File: config.mk
export PLATFORM = sky130hd
export DESIGN_NAME = fpga_serial_programmer_flat
export DESIGN_NICKNAME = d
export VERILOG_FILES = /design/src/rtl/fpga_serial_programmer_if.sv /design/src/rtl/fpga_serial_programmer.sv /design/src/flat_wrapper.sv
export SDC_FILE = /design/constraint.sdc
export NUM_CORES = 1
export LEC_CHECK = 0
export BUFFER_PORTS_ARGS = -buffer_cell sky130_fd_sc_hd__buf_2
export CAP_MARGIN = 0
export CORE_ASPECT_RATIO = 1.1
export CORE_MARGIN = 2
export CORE_UTILIZATION = 62
export CTS_CLUSTER_DIAMETER = 100
export DETAILED_ROUTE_END_ITERATION = 16
export GPL_ROUTABILITY_DRIVEN = 0
export GPL_TIMING_DRIVEN = 1
export PLACE_DENSITY = 0.84
export SETUP_SLACK_MARGIN = 0.2
export SLEW_MARGIN = 20
export SYNTH_ARGS = -nofsm -noshare
export SYNTH_HDL_FRONTEND = slang
export SYNTH_SLANG_ARGS = --single-unit
File: constraint.sdc
create_clock -name i_mainclk -period 5.2 [get_ports i_mainclk]
set_input_delay 1.3 -clock i_mainclk [delete_from_list [all_inputs] [get_ports i_mainclk]]
set_output_delay 1.3 -clock i_mainclk [all_outputs]
set_load 0.005 [all_outputs]
File: src/rtl/fpga_serial_programmer_if.sv
// Purpose : Bundles the request/status and chip-side serial signals of the
//           FPGA serial configuration master into one interface.
// Signals : i_start     - programming request
//           i_cfgword   - configuration word (DATA_W bits)
//           i_ready     - chip ready, asynchronous to the main clock
//           o_resetbAll - chip reset, active low
//           o_sclk      - serial clock to the chip, idles high
//           o_sdout     - serial data to the chip
//           o_busy      - programming attempt in progress
//           o_done      - chip reported ready
//           o_error     - all attempts timed out
// Modports: master - the programmer (drives o_*, reads i_*)
//           slave  - the requester / chip side (drives i_*, reads o_*)
interface fpga_serial_programmer_if #(
  parameter int DATA_W = 16
);
  logic              i_start;
  logic [DATA_W-1:0] i_cfgword;
  logic              i_ready;
  logic              o_resetbAll;
  logic              o_sclk;
  logic              o_sdout;
  logic              o_busy;
  logic              o_done;
  logic              o_error;

  modport master (
    input  i_start, i_cfgword, i_ready,
    output o_resetbAll, o_sclk, o_sdout, o_busy, o_done, o_error
  );

  modport slave (
    output i_start, i_cfgword, i_ready,
    input  o_resetbAll, o_sclk, o_sdout, o_busy, o_done, o_error
  );
endinterface

File: src/rtl/fpga_serial_programmer.sv
// Purpose : FPGA-side configuration master for the mixed-signal chip. On a
//           start request it holds the chip in reset, shifts a DATA_W-bit
//           word out on sclk/sdout, then waits for the chip's ready flag.
//           A missing ready re-resets and re-programs the chip up to
//           MAX_RETRY extra times before reporting an error. Everything runs
//           on i_mainclk; sclk is a registered output toggled by a counter.
// Ports   : i_mainclk   - main clock, rising edge
//           i_resetFPGA - asynchronous active-high reset
//           bus         - fpga_serial_programmer_if.master (request, status
//                         and chip-side serial signals)
module fpga_serial_programmer #(
  parameter int DATA_W     = 16,
  parameter int HALF_PER   = 8,
  parameter int RST_CYCLES = 4,
  parameter int TIMEOUT    = 1024,
  parameter int MAX_RETRY  = 3,
  parameter bit MSB_FIRST  = 1'b1
) (
  input  logic                      i_mainclk,
  input  logic                      i_resetFPGA,
  fpga_serial_programmer_if.master  bus
);

  // One counter is shared by the reset hold, the sclk phase and the WAIT timer,
  // so it is sized for the longest of the three.
  localparam int PHASE_LEN = 2 * HALF_PER;
  localparam int CNT_MAX_A = (RST_CYCLES > PHASE_LEN) ? RST_CYCLES : PHASE_LEN;
  localparam int CNT_MAX   = (TIMEOUT > CNT_MAX_A) ? TIMEOUT : CNT_MAX_A;
  localparam int CNT_W     = $clog2(CNT_MAX + 1);
  localparam int BIT_W     = (DATA_W > 1) ? $clog2(DATA_W) : 1;
  localparam int RTY_W     = (MAX_RETRY > 0) ? $clog2(MAX_RETRY + 1) : 1;

  localparam logic [CNT_W-1:0] RST_LAST   = CNT_W'(RST_CYCLES - 1);
  localparam logic [CNT_W-1:0] HALF_LAST  = CNT_W'(HALF_PER - 1);
  localparam logic [CNT_W-1:0] PHASE_LAST = CNT_W'(PHASE_LEN - 1);
  localparam logic [CNT_W-1:0] TO_LAST    = CNT_W'(TIMEOUT - 1);
  localparam logic [BIT_W-1:0] BIT_LAST   = BIT_W'(DATA_W - 1);

  typedef enum logic [2:0] {
    S_IDLE,
    S_RESET,
    S_SHIFT,
    S_WAIT,
    S_DONE,
    S_ERROR
  } state_t;

  state_t            state_q, state_d;
  logic [DATA_W-1:0] word_q, word_d;
  logic [RTY_W-1:0]  retry_q, retry_d;
  logic [CNT_W-1:0]  cnt_q, cnt_d;
  logic [BIT_W-1:0]  bit_q, bit_d;
  logic              sclk_q, sclk_d;
  logic              sdout_q, sdout_d;
  logic              resetb_q, resetb_d;
  logic              busy_q, busy_d;
  logic              done_q, done_d;
  logic              error_q, error_d;
  logic              readyMeta_q, readySync_q;

  // Serial position to word bit, honouring the shift order.
  function automatic logic pickBit(input logic [DATA_W-1:0] w, input logic [BIT_W-1:0] idx);
    if (MSB_FIRST) return w[DATA_W - 1 - int'(idx)];
    else           return w[idx];
  endfunction

  // Two-flop synchroniser for the chip's ready flag.
  always_ff @(posedge i_mainclk or posedge i_resetFPGA) begin
    if (i_resetFPGA) begin
      readyMeta_q <= 1'b0;
      readySync_q <= 1'b0;
    end else begin
      readyMeta_q <= bus.i_ready;
      readySync_q <= readyMeta_q;
    end
  end

  always_ff @(posedge i_mainclk or posedge i_resetFPGA) begin
    if (i_resetFPGA) begin
      state_q  <= S_IDLE;
      word_q   <= '0;
      retry_q  <= '0;
      cnt_q    <= '0;
      bit_q    <= '0;
      sclk_q   <= 1'b1;
      sdout_q  <= 1'b0;
      resetb_q <= 1'b0;
      busy_q   <= 1'b0;
      done_q   <= 1'b0;
      error_q  <= 1'b0;
    end else begin
      state_q  <= state_d;
      word_q   <= word_d;
      retry_q  <= retry_d;
      cnt_q    <= cnt_d;
      bit_q    <= bit_d;
      sclk_q   <= sclk_d;
      sdout_q  <= sdout_d;
      resetb_q <= resetb_d;
      busy_q   <= busy_d;
      done_q   <= done_d;
      error_q  <= error_d;
    end
  end

  // Outputs are registered, so every output is computed here from the state
  // being entered rather than from the current one.
  always_comb begin
    state_d = state_q;
    word_d  = word_q;
    retry_d = retry_q;
    cnt_d   = cnt_q;
    bit_d   = bit_q;
    sclk_d  = 1'b1;
    sdout_d = 1'b0;

    unique case (state_q)
      S_IDLE, S_DONE, S_ERROR: begin
        if (bus.i_start) begin
          state_d = S_RESET;
          word_d  = bus.i_cfgword;
          retry_d = '0;
          cnt_d   = '0;
        end
      end

      S_RESET: begin
        if (cnt_q == RST_LAST) begin
          // First low half of sclk starts together with the first data bit.
          state_d = S_SHIFT;
          cnt_d   = '0;
          bit_d   = '0;
          sclk_d  = 1'b0;
          sdout_d = pickBit(word_q, '0);
        end else begin
          cnt_d = cnt_q + 1'b1;
        end
      end

      S_SHIFT: begin
        sclk_d  = sclk_q;
        sdout_d = sdout_q;
        if (cnt_q == HALF_LAST) begin
          sclk_d = 1'b1;
          cnt_d  = cnt_q + 1'b1;
        end else if (cnt_q == PHASE_LAST) begin
          cnt_d = '0;
          if (bit_q == BIT_LAST) begin
            state_d = S_WAIT;
            sclk_d  = 1'b1;
            sdout_d = 1'b0;
          end else begin
            // Data only moves on a falling sclk edge.
            bit_d   = bit_q + 1'b1;
            sclk_d  = 1'b0;
            sdout_d = pickBit(word_q, bit_q + 1'b1);
          end
        end else begin
          cnt_d = cnt_q + 1'b1;
        end
      end

      S_WAIT: begin
        // Ready takes priority over a timeout landing in the same cycle.
        if (readySync_q) begin
          state_d = S_DONE;
        end else if (cnt_q == TO_LAST) begin
          cnt_d = '0;
          if (int'(retry_q) < MAX_RETRY) begin
            retry_d = retry_q + 1'b1;
            state_d = S_RESET;
          end else begin
            state_d = S_ERROR;
          end
        end else begin
          cnt_d = cnt_q + 1'b1;
        end
      end

      default: begin
        state_d = S_IDLE;
      end
    endcase

    resetb_d = (state_d != S_RESET);
    busy_d   = (state_d == S_RESET) || (state_d == S_SHIFT) || (state_d == S_WAIT);
    done_d   = (state_d == S_DONE);
    error_d  = (state_d == S_ERROR);
  end

  assign bus.o_resetbAll = resetb_q;
  assign bus.o_sclk      = sclk_q;
  assign bus.o_sdout     = sdout_q;
  assign bus.o_busy      = busy_q;
  assign bus.o_done      = done_q;
  assign bus.o_error     = error_q;

endmodule

File: src/flat_wrapper.sv
// flat-port wrapper written by rule: the top's interface ports become plain ports
module fpga_serial_programmer_flat 
#(
  parameter int DATA_W     = 16,
  parameter int HALF_PER   = 8,
  parameter int RST_CYCLES = 4,
  parameter int TIMEOUT    = 1024,
  parameter int MAX_RETRY  = 3,
  parameter bit MSB_FIRST  = 1'b1
)
  (i_mainclk, i_resetFPGA, bus_i_start, bus_i_cfgword, bus_i_ready, bus_o_resetbAll, bus_o_sclk, bus_o_sdout, bus_o_busy, bus_o_done, bus_o_error);
  fpga_serial_programmer_if #(.DATA_W(DATA_W)) bus_i ();
  input  logic i_mainclk;
  input  logic i_resetFPGA;
  input wire logic [$bits(bus_i.i_start)-1:0] bus_i_start;
  input wire logic [$bits(bus_i.i_cfgword)-1:0] bus_i_cfgword;
  input wire logic [$bits(bus_i.i_ready)-1:0] bus_i_ready;
  output wire logic [$bits(bus_i.o_resetbAll)-1:0] bus_o_resetbAll;
  output wire logic [$bits(bus_i.o_sclk)-1:0] bus_o_sclk;
  output wire logic [$bits(bus_i.o_sdout)-1:0] bus_o_sdout;
  output wire logic [$bits(bus_i.o_busy)-1:0] bus_o_busy;
  output wire logic [$bits(bus_i.o_done)-1:0] bus_o_done;
  output wire logic [$bits(bus_i.o_error)-1:0] bus_o_error;
  assign bus_i.i_start = bus_i_start;
  assign bus_i.i_cfgword = bus_i_cfgword;
  assign bus_i.i_ready = bus_i_ready;
  assign bus_o_resetbAll = bus_i.o_resetbAll;
  assign bus_o_sclk = bus_i.o_sclk;
  assign bus_o_sdout = bus_i.o_sdout;
  assign bus_o_busy = bus_i.o_busy;
  assign bus_o_done = bus_i.o_done;
  assign bus_o_error = bus_i.o_error;
  fpga_serial_programmer #(.DATA_W(DATA_W), .HALF_PER(HALF_PER), .RST_CYCLES(RST_CYCLES), .TIMEOUT(TIMEOUT), .MAX_RETRY(MAX_RETRY), .MSB_FIRST(MSB_FIRST)) u_core (.i_mainclk(i_mainclk), .i_resetFPGA(i_resetFPGA), .bus(bus_i));
endmodule
==> results.md <==
* Final cycle utilization of the critical path at 45.8%
* CTS tree: done
* Area growth syn-to-layout at 11.3%
* Port-buffer cells at 25
* Postcts setup bufs at 0
* Worst-path cell chain: buf_2 -> inv_1 -> nor3_4 -> mux2_2
* First-pass GRT wire length at 7450 um
* DRC errors left at 0
* H-tree levels at 2
* Number of I/O pins at 26
* Crit path largest cell delay at roughly 0.64 ns
* Async S/R FF share, synth at 100%
* Worst clock skew at 0.00425 ns
* Num rows at 23
* Cell count after placement at 260
* Die Wd at 61.5 um
* Clk_lat worst skew at between 0.2 and 0.3 ns
* Routed wire length at 4420 um
* WL/cell at 16.6 um
* Clk slew on worst S/H paths at 0.07 ns
* Initial Util at 63.3%
* Die span in y at approximately 67 um
* Starting DRT DRC Count at 198
* Crit path max-delay family: simple AND/OR/NAND/NOR gates
* Hold Violations, Final at 0
* Largest cells by area after synthesis: dfrtp_1 48%, mux2_2 9.0%, mux4_1 4.7%
* Unrepaired setup endpoints after global routing: false
* Via count at 1604
* Full die area at 4140 um2
* Core region area at 3570 um2
* Maximum buffer depth of the clock tree at 2
* Number of synthesized flops with an enable pin at 0
* Slew @ Worst Pin at a little under 0.8 ns
* Initial antenna violation count at 0
* PD cells at 466 nW/um2
* Max-cap violations at 0
* Syn Nets at 213
* Syn Std Cell Area at approximately 2300 um2
* Total CTS buffers at 5
* CP max-delay cell: nor3_4
* Yosys warns at 0
* Root buffer cell: clkbuf_8
* Top cells by count, synth: 43 x dfrtp_1, 18 x mux2_2, 16 x nand2_1, 9 x nand3_1, 9 x nor2_1
* CTS resizes at 0
* Status: finished, final reports clean
* WP data required at 5.38 ns
* Nets at 241
* Yosys reg bits at 44
* # diodes at 0
* Most common cell in the netlist: dfrtp_1
* Max IR drop VDD at 256 uV
* Yosys cell types at 55
* Worst Path Max Fanout at 18
* Top FF cell, synth: dfrtp_1
* Post-Syn Instances at around 190
* Setup tns final at 0 ns
* Share of cells above drive strength 1 at 30.0%
* Sequential area share after synthesis at 48.8%
* Drt first pass iters at 4
* Total power draw at 1.17 mW
* R2R Setup Slk at 3.03 ns
* CP Launch Type: input port
* Crit Path Category: input port to register
* GR Util All Layers at about a quarter
* Setup crit end kind: register
* Post-Syn Area per Cell at between 10 and 15 um2
* Fmax at 0.420 GHz
* Non-Filler Instances at 267
* Buffers & Inverters on Critical Path at 2
* Hold Slack at 0.360 ns
* Detail Placement HPWL at 3350 um
* Number of global-route vias before repair at 1595
* P_leak at 1.12 nW
* Hold-fix buffer count after cts at 0
* Yosys top cell area share at between 40% and 50%
* DR vias/cell at 6.01
* Slew HR at 48.4%
* Max Transition Viols Final at 0
* Total grt overflow at 0
* Util after Layout at 70.4%
* Antenna viol nets, final at 0
* Clock sink count at 44
* Worst min-delay path class: register to register
* Setup violators final at 0
* CP arrival at 2.56 ns
* Largest net degree at the start of global routing at 45
* Tmin final at 2.38 ns
* Area leader, netlist: dfrtp_1
registers in the layout, indices dropped and copies added (netlist names):
signal,cells
u_core.bus.o_busy,1
u_core.word_q,16
u_core.bus.o_sclk,1
u_core.state_q,3
u_core.bus.o_resetbAll,1
u_core.readyMeta_q,1
u_core.bit_q,4
u_core.bus.o_done,1
u_core.readySync_q,1
u_core.bus.o_sdout,1
u_core.retry_q,2
u_core.cnt_q,11
u_core.bus.o_error,1
worst register-to-register path, cell delays in order, from the launching register on:
cell	delay (ns)
dfrtp_1	0.57
nor3b_1	0.69
nand2_1	0.13
a2bb2o_2	0.28
nand2_1	0.10
mux2_2	0.28
metal layers:
metal,wire length [um],GRT usage (%),up-vias
li1,-,-,754
met1,1780,29.8,781
met2,2360,42.4,57
met3,201,6.70,12
met4,78,7.98,0
met5,0,0,-
placed cells by master, fill, tap and decap left out, types with 2 or more instances in the layout:
| master | count |
|---|---|
| dfrtp_1 | 43 |
| buf_2 | 25 |
| mux2_2 | 18 |
| nand2_1 | 16 |
| nand3_1 | 9 |
| nor2_1 | 9 |
| nor3_1 | 8 |
| clkbuf_8 | 7 |
| inv_1 | 5 |
| o21ai_0 | 5 |
| xor2_1 | 4 |
| a21oi_1 | 4 |
| mux4_1 | 4 |
| ha_1 | 4 |
| nand2b_1 | 3 |
| o211ai_1 | 3 |
| a21o_1 | 3 |
| nor3_4 | 2 |
| and3_1 | 2 |
| nor2b_1 | 2 |
| a22o_1 | 2 |
| nand4b_1 | 2 |
| a22oi_1 | 2 |
| and2_1 | 2 |
| a31oi_1 | 2 |
| o311ai_1 | 2 |
| xnor2_1 | 2 |
cells by family (layout without fill, tap and decap cells):
kind of cell | after synthesis | count (layout) | synth area share (%)
compound gates | 33 | 33 | 10.7
flops | 44 | 44 | 48.8
buf+inv | 11 | 39 | 2.88
fa+ha+maj | 4 | 4 | 2.22
mux | 24 | 24 | 15.1
simple gates | 67 | 67 | 18.0
xor+xnor | 6 | 6 | 2.33
worst paths after layout:
| kind | start | end | cells after the start |
|---|---|---|---|
| max | bus_i_start | u_core.word_q[13]$_DFFE_PP0P_ | 4 |
| min | u_core.readyMeta_q$_DFF_PP0_ | u_core.readySync_q$_DFF_PP0_ | 0 |
| max reg2reg | u_core.state_q[1]$_DFF_PP0_ | u_core.bit_q[0]$_DFFE_PP0P_ | 5 |
| min reg2reg | u_core.readyMeta_q$_DFF_PP0_ | u_core.readySync_q$_DFF_PP0_ | 0 |
| max in group asynchronous | i_resetFPGA | u_core.bus.o_sclk$_DFFE_PP1P_ | 3 |
| min in group asynchronous | i_resetFPGA | u_core.state_q[2]$_DFF_PP0_ | 3 |
area by class of cell:
| type | count | area (um2) |
|---|---|---|
| Clock buffer | 7 | 96.3 |
| Fill cell | 279 | 1060 |
| Inverter | 6 | 22.5 |
| Multi-Input combinational cell | 134 | 1100 |
| Sequential cell | 44 | 1100 |
| Tap cell | 50 | 62.6 |
| Timing Repair Buffer | 26 | 133 |
metrics by stage:
step,worst slack [ns],area [um2]
2_1_floorplan,2.74,2260
3_3_place_gp,2.29,2410
3_5_place_dp,2.18,2410
4_1_cts,2.50,2510
5_1_grt,2.74,2510
6_report,2.82,2510
where the power goes:
group	switching (mW)	internal, mW
clock network	0.107	0.118
logic	0.227	0.201
registers	0.0769	0.440
total	0.411	0.759
Note: power is estimated with default switching activity, not from simulation.
